File: src/rtl/fan_pkg.sv
// Shared constants and elaboration helpers for the battery-fan controller.
// Latency: none (package only).
// Backpressure: none.
package fan_pkg;

  // Default rates, in milliseconds per step
  localparam int DEF_N_GEARS      = 4;
  localparam int DEF_BATT_MAX     = 99;
  localparam int DEF_CHG_IDLE_MS  = 100;
  localparam int DEF_CHG_RUN_MS   = 200;
  localparam int DEF_DIS_BASE_MS  = 800;
  localparam int DEF_ANIM_BASE_MS = 1000;
  localparam int DEF_FRAME_W      = 2;
  localparam int DEF_LOW_THRESH   = 20;

  // Gear index of the idle (fan off) state
  localparam int GEAR_IDLE = 0;

  // Width of the gear index; a two-gear fan still needs one bit
  function automatic int gear_width(input int n_gears);
    return (n_gears <= 2) ? 1 : $clog2(n_gears);
  endfunction

  // Interval for gear g: base for gear 1, halved per gear above it, never below 1 ms
  function automatic int shift_interval(input int base_ms, input int gear);
    int v;
    v = (gear <= 1) ? base_ms : (base_ms >> (gear - 1));
    return (v < 1) ? 1 : v;
  endfunction

  function automatic int max2(input int a, input int b);
    return (a > b) ? a : b;
  endfunction

endpackage

File: src/rtl/fan_interval_cnt.sv
// Millisecond interval counter with clear/enable and a runtime-selected period.
// Latency: expire_o is combinational on the tick that completes the period; count updates next edge.
// Backpressure: none; clear and disable hold the count at 0.
module fan_interval_cnt #(
  parameter int CW = 10
) (
  input  logic          clk,
  input  logic          rst,
  input  logic          clr_i,
  input  logic          en_i,
  input  logic          tick_i,
  input  logic [CW-1:0] interval_i,
  output logic          expire_o
);

  logic [CW-1:0] cnt_q;
  logic [CW-1:0] cnt_d;

  // Expiry uses the interval in force this cycle, independent of a pending clear
  assign expire_o = en_i && tick_i && (cnt_q == interval_i - CW'(1));

  // Next count: clear/disable win, then wrap on expiry, else advance per tick
  always_comb begin
    cnt_d = cnt_q;
    if (clr_i || !en_i) begin
      cnt_d = '0;
    end else if (expire_o) begin
      cnt_d = '0;
    end else if (tick_i) begin
      cnt_d = cnt_q + CW'(1);
    end
  end

  // Count register
  always_ff @(posedge clk) begin
    if (rst) begin
      cnt_q <= '0;
    end else begin
      cnt_q <= cnt_d;
    end
  end

endmodule

File: src/rtl/fan_gear_ctrl.sv
// Battery-fan core: gear FSM, battery level with charge/discharge rates, gear-scaled animation frame.
// Latency: press -> gear +1 cycle; battery step +1 cycle after expiring tick, derived flags +2 cycles.
// Backpressure: none; FAN_LOW_BATT_EN enables the low-battery flag and gear cap.
module fan_gear_ctrl
  import fan_pkg::*;
#(
  parameter int N_GEARS      = DEF_N_GEARS,
  parameter int BATT_MAX     = DEF_BATT_MAX,
  parameter int CHG_IDLE_MS  = DEF_CHG_IDLE_MS,
  parameter int CHG_RUN_MS   = DEF_CHG_RUN_MS,
  parameter int DIS_BASE_MS  = DEF_DIS_BASE_MS,
  parameter int ANIM_BASE_MS = DEF_ANIM_BASE_MS,
  parameter int FRAME_W      = DEF_FRAME_W,
  parameter int LOW_THRESH   = DEF_LOW_THRESH
) (
  input  logic                              clk,
  input  logic                              rst,
  input  logic                              tick_ms,
  input  logic                              btn_press,
  input  logic                              charge_en,
  output logic [gear_width(N_GEARS)-1:0]    gear,
  output logic [$clog2(BATT_MAX+1)-1:0]     battery,
  output logic                              charging,
  output logic                              batt_empty,
  output logic [FRAME_W-1:0]                frame,
  output logic                              low_batt
);

  localparam int GW = gear_width(N_GEARS);
  localparam int BW = $clog2(BATT_MAX + 1);
  localparam int CW = $clog2(max2(max2(DIS_BASE_MS, ANIM_BASE_MS),
                                  max2(CHG_IDLE_MS, CHG_RUN_MS)) + 1);

`ifdef FAN_LOW_BATT_EN
  localparam bit LOW_EN = 1'b1;
`else
  localparam bit LOW_EN = 1'b0;
`endif

  logic [GW-1:0]      gear_q, gear_d, nxt_gear;
  logic [BW-1:0]      battery_q, battery_d;
  logic               charging_q, charging_d;
  logic               empty_q, empty_d;
  logic [FRAME_W-1:0] frame_q, frame_d;
  logic               low_q, low_d;

  logic [CW-1:0]      dis_tab  [N_GEARS];
  logic [CW-1:0]      anim_tab [N_GEARS];
  logic [CW-1:0]      bat_ival;
  logic               bat_en, bat_clr, bat_exp;
  logic               anim_en, anim_clr, anim_exp;

  // Per-gear intervals are constants folded at elaboration
  for (genvar g = 0; g < N_GEARS; g++) begin : g_ival
    assign dis_tab[g]  = CW'(shift_interval(DIS_BASE_MS, g));
    assign anim_tab[g] = CW'(shift_interval(ANIM_BASE_MS, g));
  end

  // Gear FSM: empty force, then low-battery cap, then button advance
  always_comb begin
    nxt_gear = (gear_q == GW'(N_GEARS - 1)) ? GW'(GEAR_IDLE) : gear_q + GW'(1);
    gear_d   = gear_q;
    if (empty_q && gear_q != GW'(GEAR_IDLE)) begin
      gear_d = GW'(GEAR_IDLE);
    end else if (low_q && gear_q > GW'(1)) begin
      gear_d = GW'(1);
    end else if (btn_press && battery_q != '0) begin
      gear_d = (low_q && gear_q == GW'(1)) ? GW'(GEAR_IDLE) : nxt_gear;
    end
  end

  // Status flags track the registered battery level
  always_comb begin
    charging_d = charge_en && (battery_q < BW'(BATT_MAX));
    empty_d    = (battery_q == '0);
    low_d      = LOW_EN && (battery_q < BW'(LOW_THRESH));
  end

  // Battery interval: charge rate by gear while charging, else gear discharge rate
  always_comb begin
    bat_ival = dis_tab[gear_q];
    if (charging_q) begin
      bat_ival = (gear_q == GW'(GEAR_IDLE)) ? CW'(CHG_IDLE_MS) : CW'(CHG_RUN_MS);
    end
  end

  // Any mode change restarts the interval; idle gear without charge holds it at 0
  assign bat_en   = charging_q || (gear_q != GW'(GEAR_IDLE));
  assign bat_clr  = (gear_d != gear_q) || (charging_d != charging_q);
  assign anim_en  = (gear_q != GW'(GEAR_IDLE));
  assign anim_clr = (gear_d != gear_q);

  fan_interval_cnt #(.CW(CW)) u_bat_cnt (
    .clk        (clk),
    .rst        (rst),
    .clr_i      (bat_clr),
    .en_i       (bat_en),
    .tick_i     (tick_ms),
    .interval_i (bat_ival),
    .expire_o   (bat_exp)
  );

  fan_interval_cnt #(.CW(CW)) u_anim_cnt (
    .clk        (clk),
    .rst        (rst),
    .clr_i      (anim_clr),
    .en_i       (anim_en),
    .tick_i     (tick_ms),
    .interval_i (anim_tab[gear_q]),
    .expire_o   (anim_exp)
  );

  // Battery step on expiry, saturating at both ends
  always_comb begin
    battery_d = battery_q;
    if (bat_exp) begin
      if (charging_q) begin
        if (battery_q < BW'(BATT_MAX)) battery_d = battery_q + BW'(1);
      end else if (gear_q != GW'(GEAR_IDLE) && battery_q != '0) begin
        battery_d = battery_q - BW'(1);
      end
    end
  end

  // Animation frame: forced 0 in idle gear, otherwise advances and wraps on expiry
  always_comb begin
    frame_d = frame_q;
    if (gear_q == GW'(GEAR_IDLE)) begin
      frame_d = '0;
    end else if (anim_exp) begin
      frame_d = frame_q + FRAME_W'(1);
    end
  end

  // State registers
  always_ff @(posedge clk) begin
    if (rst) begin
      gear_q     <= GW'(GEAR_IDLE);
      battery_q  <= BW'(BATT_MAX);
      charging_q <= 1'b0;
      empty_q    <= 1'b0;
      frame_q    <= '0;
      low_q      <= 1'b0;
    end else begin
      gear_q     <= gear_d;
      battery_q  <= battery_d;
      charging_q <= charging_d;
      empty_q    <= empty_d;
      frame_q    <= frame_d;
      low_q      <= low_d;
    end
  end

  assign gear       = gear_q;
  assign battery    = battery_q;
  assign charging   = charging_q;
  assign batt_empty = empty_q;
  assign frame      = frame_q;
  assign low_batt   = low_q;

endmodule

File: config.mk
export PLATFORM = sky130hd
export DESIGN_NAME = fan_gear_ctrl
export DESIGN_NICKNAME = d
export VERILOG_FILES = /design/src/rtl/fan_pkg.sv /design/src/rtl/fan_interval_cnt.sv /design/src/rtl/fan_gear_ctrl.sv
export SDC_FILE = /design/constraint.sdc
export NUM_CORES = 1
export LEC_CHECK = 0
export ABC_CLOCK_PERIOD_IN_PS = 5100
export BUFFER_PORTS_ARGS = -buffer_cell sky130_fd_sc_hd__buf_4
export CORE_ASPECT_RATIO = 1.5
export CORE_UTILIZATION = 51
export DETAILED_ROUTE_END_ITERATION = 10
export PLACE_DENSITY = 0.7
export SLEW_MARGIN = 0
export SYNTH_ARGS = -nofsm -noshare
export SYNTH_HDL_FRONTEND = slang
export SYNTH_SLANG_ARGS = --single-unit
File: constraint.sdc
create_clock -name clk -period 5.1 [get_ports clk]
set_input_delay 1.02 -clock clk [delete_from_list [all_inputs] [get_ports clk]]
set_output_delay 1.02 -clock clk [all_outputs]
set_load 0.01 [all_outputs]
### After elaboration in Yosys (flattened, before gate mapping)

Index checks and enable logic that the tools add are counted.

| word-level totals | value |
|---|---|
| output and inout bits | 14 |
| register bits after elaboration | 33 |

| operators by class | value |
|---|---|
| eq/ne operators | 6 |
| multiplexer cells | 14 |
| add/subtract/negate cells | 8 |
| bitwise operators | 1 |
| $lt $le $gt $ge | 2 |
| reductions and logical operators | 23 |

Operators with widths:

| kind | number |
|---|---|
| $mux W10 | 5 |
| $bmux W10 S2 | 2 |
| $mux W7 | 3 |
| $add A10 B1 Y10 const B | 2 |
| $eq A10 B10 Y1 | 2 |
| $sub A10 B1 Y10 const B | 2 |
| $logic_and A1 B1 Y1 | 8 |
| $mux W8 | 1 |
| $add A7 B1 Y7 const B | 1 |
| $logic_not A7 Y1 | 1 |
| $lt A7 B7 Y1 const B | 1 |
| $reduce_bool A7 Y1 | 1 |
| $sub A7 B1 Y7 const B | 1 |
| $mux W2 | 3 |
| $reduce_or A3 Y1 | 2 |
| $add A2 B1 Y2 const B | 2 |
| $logic_or A1 B1 Y1 | 4 |
| $reduce_bool A2 Y1 | 2 |
| $ge A3 B3 Y1 const B | 1 |
| $not A2 Y3 | 1 |
| $reduce_and A3 Y1 | 1 |
| $eq A2 B2 Y1 const B | 1 |
| $logic_not A1 Y1 | 2 |
| $logic_not A2 Y1 | 1 |
| other kinds (4) | 4 |

### Longest topological paths before layout

Gate-level depths: netlist (run 1).

| depth | value |
|---|---|
| depth after elaboration | 9 |
| gate-level depth with buffers | 10 |
| depth with buffers taken out | 8 |

### By module

A second synthesis (run 1) with hierarchy kept.

| second synthesis, totals | value |
|---|---|
| cells, all modules | 329 |
| area, all modules | 2641.3 um^2 |

By module, submodules not included:

| module | area an instance (um^2) | cells each | sequential area each (um^2) | instances |
|---|---|---|---|---|
| fan_interval_cnt | 853.3 | 109 | 200.2 | 2 |
| fan_gear_ctrl | 934.6 | 111 | 260.2 | 1 |

### Worst setup path before layout (run 1)

Ideal clock, no wire load.

| timing | value |
|---|---|
| path type | register -> register |
| from | reg gear_q[1] (netlist: gear[1]) |
| to | reg battery_q[0] (netlist: battery[0]) |
| data required time | 5.038 ns |
| arrival time | 2.277 ns |
| setup slack | 2.761 ns |
| stages on the path, launching flop included | 11 |
| path buffers | 2 |
| cell sequence | dfxtp_1 -> buf_6 -> inv_1 -> ha_1 -> nor3b_2 -> or3_2 -> a21oi_1 -> or3_1 -> buf_6 -> or3_1 -> nand3_1 |

| on the way | value |
|---|---|
| word-level cells in the longest chain between the ends | 9 |
| elaborated cells between the ends (all ways) | 16 |
| classes of those cells | add/sub: 1; eq/ne: 1; mux: 5; bitwise: 1; reduce/logical: 8 |

RTL lines:

| what | RTL line | text |
|---|---|---|
| from (decl) | fan_gear_ctrl.sv:40 | `logic [GW-1:0] gear_q, gear_d, nxt_gear;` |
| from (signal assigned) | fan_gear_ctrl.sv:138 | `gear_q <= GW'(GEAR_IDLE);` |
| from (signal assigned) | fan_gear_ctrl.sv:145 | `gear_q <= gear_d;` |
| $not A2 Y3 (not written as such) | fan_gear_ctrl.sv:81 | `bat_ival = dis_tab[gear_q];` |
| $bmux W10 S2 | fan_gear_ctrl.sv:81 |  |
| $mux W10 (not written as such) (2 in series) | fan_gear_ctrl.sv:81 |  |
| $mux W10 | fan_gear_ctrl.sv:82 | `if (charging_q) begin` |
| $sub A10 B1 Y10 | fan_interval_cnt.sv:20 | `assign expire_o = en_i && tick_i && (cnt_q == interval_i - CW'(1));` |
| $eq A10 B10 Y1 | fan_interval_cnt.sv:20 |  |
| $logic_and A1 B1 Y1 | fan_interval_cnt.sv:20 |  |
| $reduce_and A3 Y1 (no source line) * | - |  |
| to (signal assigned) | fan_gear_ctrl.sv:139 | `battery_q <= BW'(BATT_MAX);` |
| to (signal assigned) | fan_gear_ctrl.sv:146 | `battery_q <= battery_d;` |
| to (decl) | fan_gear_ctrl.sv:41 | `logic [BW-1:0] battery_q, battery_d;` |

Every way passes the cells marked *; elsewhere a longest branch is shown, timed or not. The select of a mux whose other input is x is not followed.
A chain may end at the register's enable or synchronous reset.

### Worst setup path in the final report (run 1)

Ends and elaborated chain as after synthesis.

==> reports/metrics.yaml, run 1 <==
run_status:
  status: "complete, no violations"
floorplan:
  initial_core_util: 0.535
  die-height_um: 80.9
  boundaryPins: 19
  core_area_um2: 3960
  die_w_um: 54.6
  dieArea_um2: 4420
  num_rows: 28
clocking:
  cts_root_buf: "clkbuf_8"
  hold_buffers: 0
  post_cts_resized: 0
  clock_latency_ns: 0.29
  htree_levels: 2
  cts_buffer_depth: 2
  numCtsBuffers: 5
  post_cts_buffers: 0
  cts_tree: "built"
  path_clk_slew_ns: 0.07
  clock_sinks: 33
place:
  dp_hpwl_mm: 3.35
  io_buffers: 17
  place.gp.congestion: 0.815
detailed_routing:
  drtPass1Iterations: 4
  dr_total_vias: 1801
  drt_iter0_drc: 43
  viasPerCell: 5.89
  postRouteAntennaNets: 0
  routedWlPerCell_um: 14.7
  drcViolationCount: 0
  drt-total-wl_mm: 4.49
sta:
  fin_skew_ns: 0.00423
  slew_viol_final: 0
  hold_viol: 0
  fin_crit_ns: 2.85
  finalSetupTns_ns: 0
  rsz0062_at_grt: "false"
  max-slew-margin-rel: 0.516
  final-setup-viol-count: 0
  period_share: 0.559
  worst_pin_slew_ns: 0.726
  fmax_mhz: 351
yosys:
  yosysSeqAreaShare: 0.312
  avgSynthCellArea_um2: 8.54
  synthArstFlopShare: 0
  synth_edf_count: 0
  netlist_area_um2: 2120
  synth_flop_cell: "dfxtp_1"
  netlist_instances: 248
  yosysUniqueCellTypes: 54
  yosys_warnings: 0
  ys_ff_latch: 33
  synthesis.nets: 265
cells_and_area:
  final-seq-area_um2: 661
  final_common_cell: "dfxtp_1"
  fin_util: 0.588
  n_fill_cell: 390
  area_delta_synth_final_pct: 9.99
  diodes: 0
  finalNetCount: 277
  layout-drive-gt1-share: 0.138
  final_cell_mix: "dfxtp_1 (33), nor2_1 (22), nor3_1 (19), xor2_1 (17), buf_4 (17)"
  multiInputGateArea_um2: 1340
critical_path:
  path_class: "reg2reg"
  end_kind: "register"
  worstPathArrival_ns: 3.09
  cp_max_fo: 14
  start_kind: "register"
  rrSetupSlack_ns: 2.25
  worst_ep_required_time_ns: 5.34
grt:
  grt.total_usage: 0.230
  grt_pass1_vias: 1655
  grt_start_max_net_pins: 24
  grt_pass1_wl_mm: 7.25
  antenna_found_initial: 0
  overflow: 0
pwr:
  p_per_area_nw_per_um2: 240
  irDropWorstVdd_uv: 204
  leakagePower_nw: 0.842
run:
  maxCapViolCount: 0
worst_hold_path:
  hp-class: "reg2reg"
-- registers in the layout, indices dropped and copies added (netlist names) --
name,flops
u_anim_cnt.cnt_q,10
u_bat_cnt.cnt_q,10
battery,7
frame,2
gear,2
batt_empty,1
charging,1
-- synthesized netlist by cell type (2+ instances only) --
cell type / number / area (µm²)
dfxtp_1: 33 / 661
nor2_1: 22 / 82.6
nor3_1: 19 / 95.1
xor2_1: 17 / 149
nand3_1: 13 / 65.1
o21ai_0: 13 / 65.1
nand2_1: 12 / 45.0
a21oi_1: 11 / 55.1
ha_1: 11 / 138
inv_1: 8 / 30.0
nand4_1: 8 / 50.1
xnor2_1: 7 / 61.3
nor2b_1: 6 / 37.5
mux2i_1: 5 / 50.1
buf_6: 4 / 45.0
or3_1: 4 / 25.0
a21o_1: 3 / 22.5
a31oi_1: 3 / 18.8
and3_1: 3 / 18.8
buf_4: 3 / 22.5
clkbuf_1: 3 / 11.3
nand2b_1: 3 / 18.8
o31ai_1: 3 / 22.5
a211oi_1: 2 / 15.0
buf_2: 2 / 10.0
nor4_1: 2 / 12.5
-- critical path, cell delays in order (launching register included) --
cell,delay [ns]
dfxtp_1,0.62
inv_1,0.21
ha_1,0.38
nor3b_2,0.31
or3_2,0.20
a21oi_1,0.15
or3_1,0.51
or3_1,0.34
nand3_1,0.08
-- through the flow --
| stage | setup slack, ns | instance area, µm² | cells | hold slack, ns | power [mW] |
|---|---|---|---|---|---|
| finish | 2.25 | 2330 | 306 | 0.512 | 0.559 |
| global route | 1.95 | 2330 | 306 | 0.533 | 0.578 |
| CTS | 2.26 | 2330 | 306 | 0.520 | 0.564 |
| detailed placement | 2.28 | 2210 | 298 | 0.500 | 0.312 |
| global placement | 2.30 | 2210 | 298 | 0.495 | 0.311 |
| floorplan | 2.76 | 2120 | 248 | 0.472 | 0.302 |
-- kinds of logic (layout without fill, tap and decap cells) --
logic type	after synthesis	in the layout	synth area share
buf+inv	20	33	0.0561
fa+ha+maj	12	12	0.0745
mux	5	5	0.0236
simple gates	104	104	0.269
flops	33	33	0.312
other cells	1	1	0.00177
xor+xnor	24	24	0.0993
compound gates	49	49	0.164
-- path summary, 6_finish.rpt --
| check | cells past startpoint | startpoint | end |
|---|---|---|---|
| min reg2reg | 2 | u_anim_cnt.cnt_q[7] | u_anim_cnt.cnt_q[7] |
| min | 2 | u_anim_cnt.cnt_q[7] | u_anim_cnt.cnt_q[7] |
| max | 8 | gear[1] | battery[0] |
| max reg2reg | 8 | gear[1] | battery[0] |
-- routing by layer --
layer	track usage	up-vias	routed length [µm]
met5	0	-	0
met4	0.100	0	87
met3	0.0449	6	105
met2	0.428	25	2450
met1	0.233	851	1850
li1	-	919	-
-- where the power goes --
part           total (mW)  leakage, nW  switching (mW)  internal [mW]
logic              0.0425        0.517          0.0258         0.0166
clock network       0.254       0.0585          0.0944          0.159
registers           0.263        0.266         0.00378          0.259
total               0.559        0.842           0.124          0.435
-- area by class of cell --
class	instances	area share
Inverter	8	0.0129
Sequential cell	33	0.284
Clock inverter	1	0.0129
Tap cell	45	0.0242
Multi-Input combinational cell	195	0.574
Timing Repair Buffer	17	0.0548
Clock buffer	7	0.0371
(Power assumes the default switching activity.)
==> run 2: changes to the inputs <==
ABC_AREA = 1   (was not set)
ABC_CLOCK_PERIOD_IN_PS = 2600   (was 5100)
PLACE_DENSITY = 0.72   (was 0.7)
clock period = 2.6 ns   (was 5.1 ns; I/O delays follow)
==> run 2 against run 1 <==
  * Final area increased by 8.4%
  * Combinational power increased to 3.1 times the previous value
  * Largest power group unchanged
  * Sequential power increased by 96%
  * Wire length increased by 11%
  * Power increased by 94%
  * Clock skew increased by 0.0015 ns
  * Global-route usage decreased by 0.22 points
  * Maximum frequency increased by 35%
  * Via count increased by 15%
  * Core utilization increased by 0.66 points
==> reports/metrics.yaml, run 2 <==
yosys:
  synth_top_area_share: 0.292  # -0.0200
  synth_flop_cell: "dfxtp_1"
  synth_edf_count: 0  # unchanged
  yosys_warnings: 0  # unchanged
  synth_mux_area_frac: 0.00442  # -0.0192
  synth_commonest_cells: "nand2_1 (77), nor2_1 (49), inv_1 (45), dfxtp_1 (33), nand3_1 (29)"
  synthesis.nets: 352  # +33%
  synth_fa_ha_area_frac: 0.0697  # -0.00478
  synth.area.top_cells: "dfxtp_1 (29%), nand2_1 (13%), nor2_1 (8.1%)"
  synthArstFlopShare: 0  # unchanged
  synth-simple-area-share: 0.391  # +0.122
  synth_compound_area_frac: 0.0597  # -0.104
  yosysUniqueCellTypes: 34  # -37%
  yosysSeqAreaShare: 0.292  # -0.0200
  netlist_instances: 335  # +35%
  synth_top_cell_by_area: "dfxtp_1"
  yosysMostFrequentCell: "nand2_1"
  synth-xor-area-share: 0.0852  # -0.0141
  synth_top_family_by_area: "simple AND/OR/NAND/NOR gates"
  ys_ff_latch: 33  # unchanged
  netlist_area_um2: 2260  # +6.9%
  avgSynthCellArea_um2: 6.75  # -21%
detailed_routing:
  drt_iter0_drc: 136  # +220%
  postRouteAntennaNets: 0  # unchanged
  drtPass1Iterations: 4  # unchanged
  drcViolationCount: 0  # unchanged
  viasPerCell: 5.14  # -13%
  routedWlPerCell_um: 12.3  # -16%
  dr_total_vias: 2073  # +15%
  drt-total-wl_mm: 4.97  # +11%
pwr:
  leakagePower_nw: 1.17  # +39%
  p_total_mw: 1.08  # +94%
  p_per_area_nw_per_um2: 430  # +79%
  irDropWorstVdd_uv: 404  # +98%
sta:
  hold_viol: 0  # unchanged
  slew_viol_final: 0  # unchanged
  fmax_mhz: 472  # +35%
  fin_skew_ns: 0.00573  # +0.00150 ns
  rsz0062_at_grt: "false"
  final-setup-viol-count: 0  # unchanged
  finalSetupTns_ns: 0  # unchanged
  setup_slack_ns: 0.480  # -1.77 ns
  period_share: 0.815  # +0.256
  fin_crit_ns: 2.12  # -0.732 ns
run:
  maxCapViolCount: 0  # unchanged
place:
  place.gp.congestion: 0.973  # +19%
  dp_hpwl_mm: 3.86  # +15%
  post-place-ws_ns: 0.519  # -1.76 ns
  io_buffers: 17  # unchanged
  place_area_um2: 2420  # +9.6%
cells_and_area:
  final_cell_mix: "nand2_1 (77), nor2_1 (49), inv_1 (45), dfxtp_1 (33), nand3_1 (29)"
  diodes: 0  # unchanged
  layout-drive-gt1-share: 0.140  # +0.00212
  area_delta_synth_final_pct: 11.6
  design_area_um2: 2520  # +8.4%
  n_fill_cell: 421  # +7.9%
  final_common_cell: "nand2_1"
  finalNetCount: 373  # +35%
clocking:
  cts_root_buf: "clkbuf_8"
  post_cts_resized: 0  # unchanged
  numCtsBuffers: 5  # unchanged
  clock_sinks: 33  # unchanged
  post_cts_buffers: 0  # unchanged
  path_clk_slew_ns: 0.07  # about the same
  hold_buffers: 0  # unchanged
  cts_buffer_depth: 2  # unchanged
  htree_levels: 2  # unchanged
  clock_latency_ns: 0.29  # about the same
  cts_tree: "built"
worst_hold_path:
  worstHoldStart: "rst"
  hp-class: "in2reg"
  whs_path_depth: 2  # unchanged
  whs_endpoint: "batt_empty"
critical_path:
  cpMostUsedCell: "a21oi_1"
  cp_max_fo: 10  # -4
  rr_worst_depth: 9  # +1
  slowest_delay_ns: 0.50  # -0.12 ns
  end_kind: "register"
  worst_ep_required_time_ns: 2.83  # -2.51 ns
  r2r_start: "gear[1]"
  slowest_stage: "dfxtp_1"
  start_kind: "register"
  crit_chain: "inv_2, ha_1, inv_1, nand2_1, a21oi_1, a21oi_1, a21oi_2, nand2_4, nor2_1"
  worstPathArrival_ns: 2.35  # -0.74 ns
  path_class: "reg2reg"
  rrSetupSlack_ns: 0.48  # -1.77 ns
  reg2reg_to: "u_bat_cnt.cnt_q[6]"
  cp_num_buf_inv: 2  # +1
  critPathTopFamily: "compound AO/OA/AOI/OAI gates"
floorplan:
  die-height_um: 83.6  # +3.3%
  core_area_um2: 4250  # +7.2%
  num_rows: 29  # +3.6%
  initial_core_util: 0.533  # -0.00190
  dieArea_um2: 4710  # +6.6%
  boundaryPins: 19  # unchanged
  die_w_um: 56.4  # +3.3%
grt:
  grt_pass1_wl_mm: 8.65  # +19%
  antenna_found_initial: 0  # unchanged
  grt.total_usage: 0.228  # -0.00216
  grt_pass1_vias: 1979  # +20%
  overflow: 0  # unchanged
  grt_start_max_net_pins: 14  # -42%
run_status:
  status: "complete, no violations"
[run 2: worst reg2reg max path, stage by stage, from the launching register on]
cell,delay [ns]
dfxtp_1,0.50
inv_2,0.15
ha_1,0.35
inv_1,0.09
nand2_1,0.14
a21oi_1,0.20
a21oi_1,0.07
a21oi_2,0.27
nand2_4,0.16
nor2_1,0.12
[run 2: through the flow]
step / utilization / hold slack [ns] / instances
after global routing: 0.595 / 0.445 / 403
after detailed placement: 0.571 / 0.464 / 395
final: 0.595 / 0.437 / 403
after global placement: 0.571 / 0.458 / 395
after floorplan: - / 0.483 / 335
after CTS: 0.595 / 0.441 / 403
[run 2: final cells by class]
cell class | count | area [µm²] | share of cell area
repair buffers | 18 | 135 | 0.0535
inverters | 49 | 186 | 0.0738
flip-flops and latches | 33 | 661 | 0.262
clock inverters | 1 | 5.00 | 0.00198
well taps | 46 | 57.6 | 0.0228
multi-input cells | 249 | 1380 | 0.548
clock buffers | 7 | 96.3 | 0.0382
[run 2: cells by family after synthesis]
| family | after synthesis |
|---|---|
| and+or+nand+nor | 191 |
| buffers and inverters | 53 |
| DFF | 33 |
| AOI/OAI and AO/OA | 22 |
| xor gates and xnor gates | 22 |
| adders and majority gates | 12 |
| other | 1 |
| muxes | 1 |
[run 2: worst max path at each step]
stage | start | endpoint | slack (ns) | depth (start not counted)
2_1_floorplan | gear[1] | battery[2] | 0.75 | 13
3_3_place_gp | gear[1] | u_bat_cnt.cnt_q[1] | 0.57 | 9
3_5_place_dp | gear[1] | u_bat_cnt.cnt_q[4] | 0.52 | 9
4_1_cts | gear[1] | u_bat_cnt.cnt_q[6] | 0.52 | 9
5_1_grt | gear[1] | battery[2] | 0.28 | 10
6_report | gear[1] | u_bat_cnt.cnt_q[6] | 0.48 | 9
[run 2: power breakdown]
part / internal (mW) / leakage [nW] / switching [mW]
Combinational: 0.0427 / 0.849 / 0.0897
Clock: 0.239 / 0.0542 / 0.198
Sequential: 0.509 / 0.266 / 0.00622
[run 2: metal layers]
layer,track usage,vias up,wire length [µm]
li1,-,1098,-
met1,0.255,928,2140
met2,0.408,32,2530
met3,0.0357,15,127
met4,0.115,0,167
met5,0,-,0
==> run 3: changes to the inputs <==
ABC_AREA = 0   (was 1)
ABC_CLOCK_PERIOD_IN_PS = 1750   (was 2600)
PLACE_DENSITY = 0.73   (was 0.72)
clock period = 1.75 ns   (was 2.6 ns; I/O delays follow)
==> run 3 against run 2 <==
  * The flow now finishes with violations (negative setup slack)
  * Combinational power increased by 89%
  * Final cell count fell by 7.9%
  * First-iteration DRC count decreased by 38%
  * Hold slack worse by 0.0034 ns
  * Final area rose by 28%
  * Critical path depth shrank 1
  * Wire length is 38% higher
  * Largest cell class unchanged
==> reports/metrics.yaml, run 3 (same netlist as run 1, synthesis figures left out) <==
run_status:
  status: "finished with violations"
  violations: "negative setup slack"
detailed_routing:
  drt_iter0_drc: 85  # -38%
  drcViolationCount: 0  # unchanged
  routedWlPerCell_um: 18.5  # +50%
  drtPass1Iterations: 4  # unchanged
  dr_total_vias: 2221  # +7.1%
  viasPerCell: 5.99  # +16%
  drt-total-wl_mm: 6.88  # +38%
  postRouteAntennaNets: 0  # unchanged
floorplan:
  boundaryPins: 19  # unchanged
  die-height_um: 80.9  # -3.2%
  num_rows: 28  # -3.4%
  dieArea_um2: 4420  # -6.2%
  die_w_um: 54.6  # -3.1%
  initial_core_util: 0.535  # +0.00190
  core_area_um2: 3960  # -6.7%
cells_and_area:
  n_fill_cell: 236  # -44%
  design_area_um2: 3220  # +28%
  area_delta_synth_final_pct: 52.2
  layout-drive-gt1-share: 0.472  # +0.332
  final_cell_mix: "buf_4 (74), dfxtp_1 (28), xor2_1 (17), nor2_1 (16)"
  final_common_cell: "buf_4"
  diodes: 0  # unchanged
  finalNetCount: 342  # -8.3%
clocking:
  clock_sinks: 33  # unchanged
  cts_buffer_depth: 2  # unchanged
  numCtsBuffers: 5  # unchanged
  cts_root_buf: "clkbuf_8"
  htree_levels: 2  # unchanged
  clock_latency_ns: 0.29  # about the same
  cts_tree: "built"
  path_clk_slew_ns: 0.07  # about the same
  hold_buffers: 0  # unchanged
place:
  place_area_um2: 2730  # +13%
  post-place-ws_ns: -0.464  # -0.983 ns
  dp_hpwl_mm: 4.30  # +11%
  place.gp.congestion: 0.826  # -15%
  io_buffers: 17  # unchanged
critical_path:
  rr_worst_depth: 8  # -1
  critPathTopFamily: "simple AND/OR/NAND/NOR gates"
  r2r_start: "gear[1]"
  cpMostUsedCell: "or3_4"
  cp_num_buf_inv: 2  # unchanged
  slowest_delay_ns: 0.47  # -0.03 ns
  crit_chain: "buf_6, ha_4, buf_4, o31ai_2, a21oi_4, or3_4, or3_4, nand3_2"
  rrSetupSlack_ns: -0.45  # -0.93 ns
  worstPathArrival_ns: 2.43  # +0.08 ns
  reg2reg_to: "battery[0]"
  end_kind: "register"
  cp_max_fo: 8  # -2
  slowest_stage: "or3_4"
  path_class: "reg2reg"
  worst_ep_required_time_ns: 1.98  # -0.85 ns
  start_kind: "register"
worst_hold_path:
  whs_path_depth: 2  # unchanged
  whs_endpoint: "battery[3]"
  worstHoldStart: "rst"
  hp-class: "in2reg"
sta:
  fmax_mhz: 454  # -3.7%
  whs_ns: 0.433  # -0.00337 ns
  rsz0062_at_grt: "true"
  fin_crit_ns: 2.20  # +0.0821 ns
  period_share: 1.26  # +0.443
  slew_viol_final: 0  # unchanged
  fin_skew_ns: 0.00486  # -0.000865 ns
  hold_viol: 0  # unchanged
  setup_slack_ns: -0.452  # -0.932 ns
  final-setup-viol-count: 29  # +29
grt:
  overflow: 0  # unchanged
  grt_pass1_wl_mm: 9.71  # +12%
  grt_pass1_vias: 2214  # +12%
  grt.total_usage: 0.307  # +0.0792
  antenna_found_initial: 0  # unchanged
  grt_start_max_net_pins: 24  # +10
pwr:
  irDropWorstVdd_uv: 750  # +86%
  p_total_mw: 1.77  # +63%
  p_per_area_nw_per_um2: 550  # +28%
  leakagePower_nw: 1.25  # +6.9%
run:
  maxCapViolCount: 0  # unchanged
## run 3: cell count changes in the layout (fill, tap and decap cells not counted), moves of 8 or more
cell     delta
nand2_1    -66
buf_4      +56
inv_1      -40
nor2_1     -33
nand3_1    -18
nor3_2      +8
## run 3: how the worst max path moves through the flow
stage | end | from | cells past startpoint | slack [ns]
4_1_cts | u_bat_cnt.cnt_q[9] | gear[0] | 9 | -0.38
2_1_floorplan | u_bat_cnt.cnt_q[0] | gear[1] | 10 | -0.37
6_report | battery[0] | gear[1] | 8 | -0.45
5_1_grt | u_bat_cnt.cnt_q[2] | gear[1] | 9 | -0.48
3_5_place_dp | battery[0] | battery[0] | 7 | -0.46
3_3_place_gp | battery[0] | battery[0] | 7 | -0.48
## run 3: per-layer routing
metal / GRT usage / routed length, µm / vias up / share of wire
met5: 0 / 0 / - / 0
met4: 0.179 / 387 / 0 / 0.056
met3: 0.0599 / 233 / 35 / 0.034
met2: 0.586 / 3840 / 82 / 0.56
met1: 0.277 / 2410 / 1054 / 0.35
li1: - / - / 1050 / -
## run 3: per-stage QoR
step                      TNS, ns  utilization  instances
after global routing       -11.35        0.814        371
final                       -9.94        0.814        371
after floorplan             -8.74            -        248
after detailed placement   -11.33        0.690        355
after global placement      -9.93        0.690        355
after CTS                   -8.66        0.772        367
## run 3: power by group
group          switching (mW)  total, mW  internal, mW
Sequential             0.0107      0.764         0.754
Combinational           0.133      0.250         0.117
Clock                   0.294      0.758         0.464
Total                   0.438       1.77          1.33
## run 3: timing repair
action / in CTS / in global routing
pin swaps: 30 / 11
setup buffers: 4 / 4
endpoints found under the setup margin: 29 / 30
gates resized for setup: 44 / 26
endpoints found under the hold margin: 0 / 0
gates cloned: 1 / 0
## run 3: cell type report
type	count	area, µm²	share of cell area
clock inverter	1	30.0	0.00932
clock buffer	7	86.3	0.0268
tap	45	56.3	0.0175
sequential	33	674	0.209
timing repair buffer	82	658	0.204
multi-input combinational	195	1670	0.519
inverter	8	43.8	0.0136
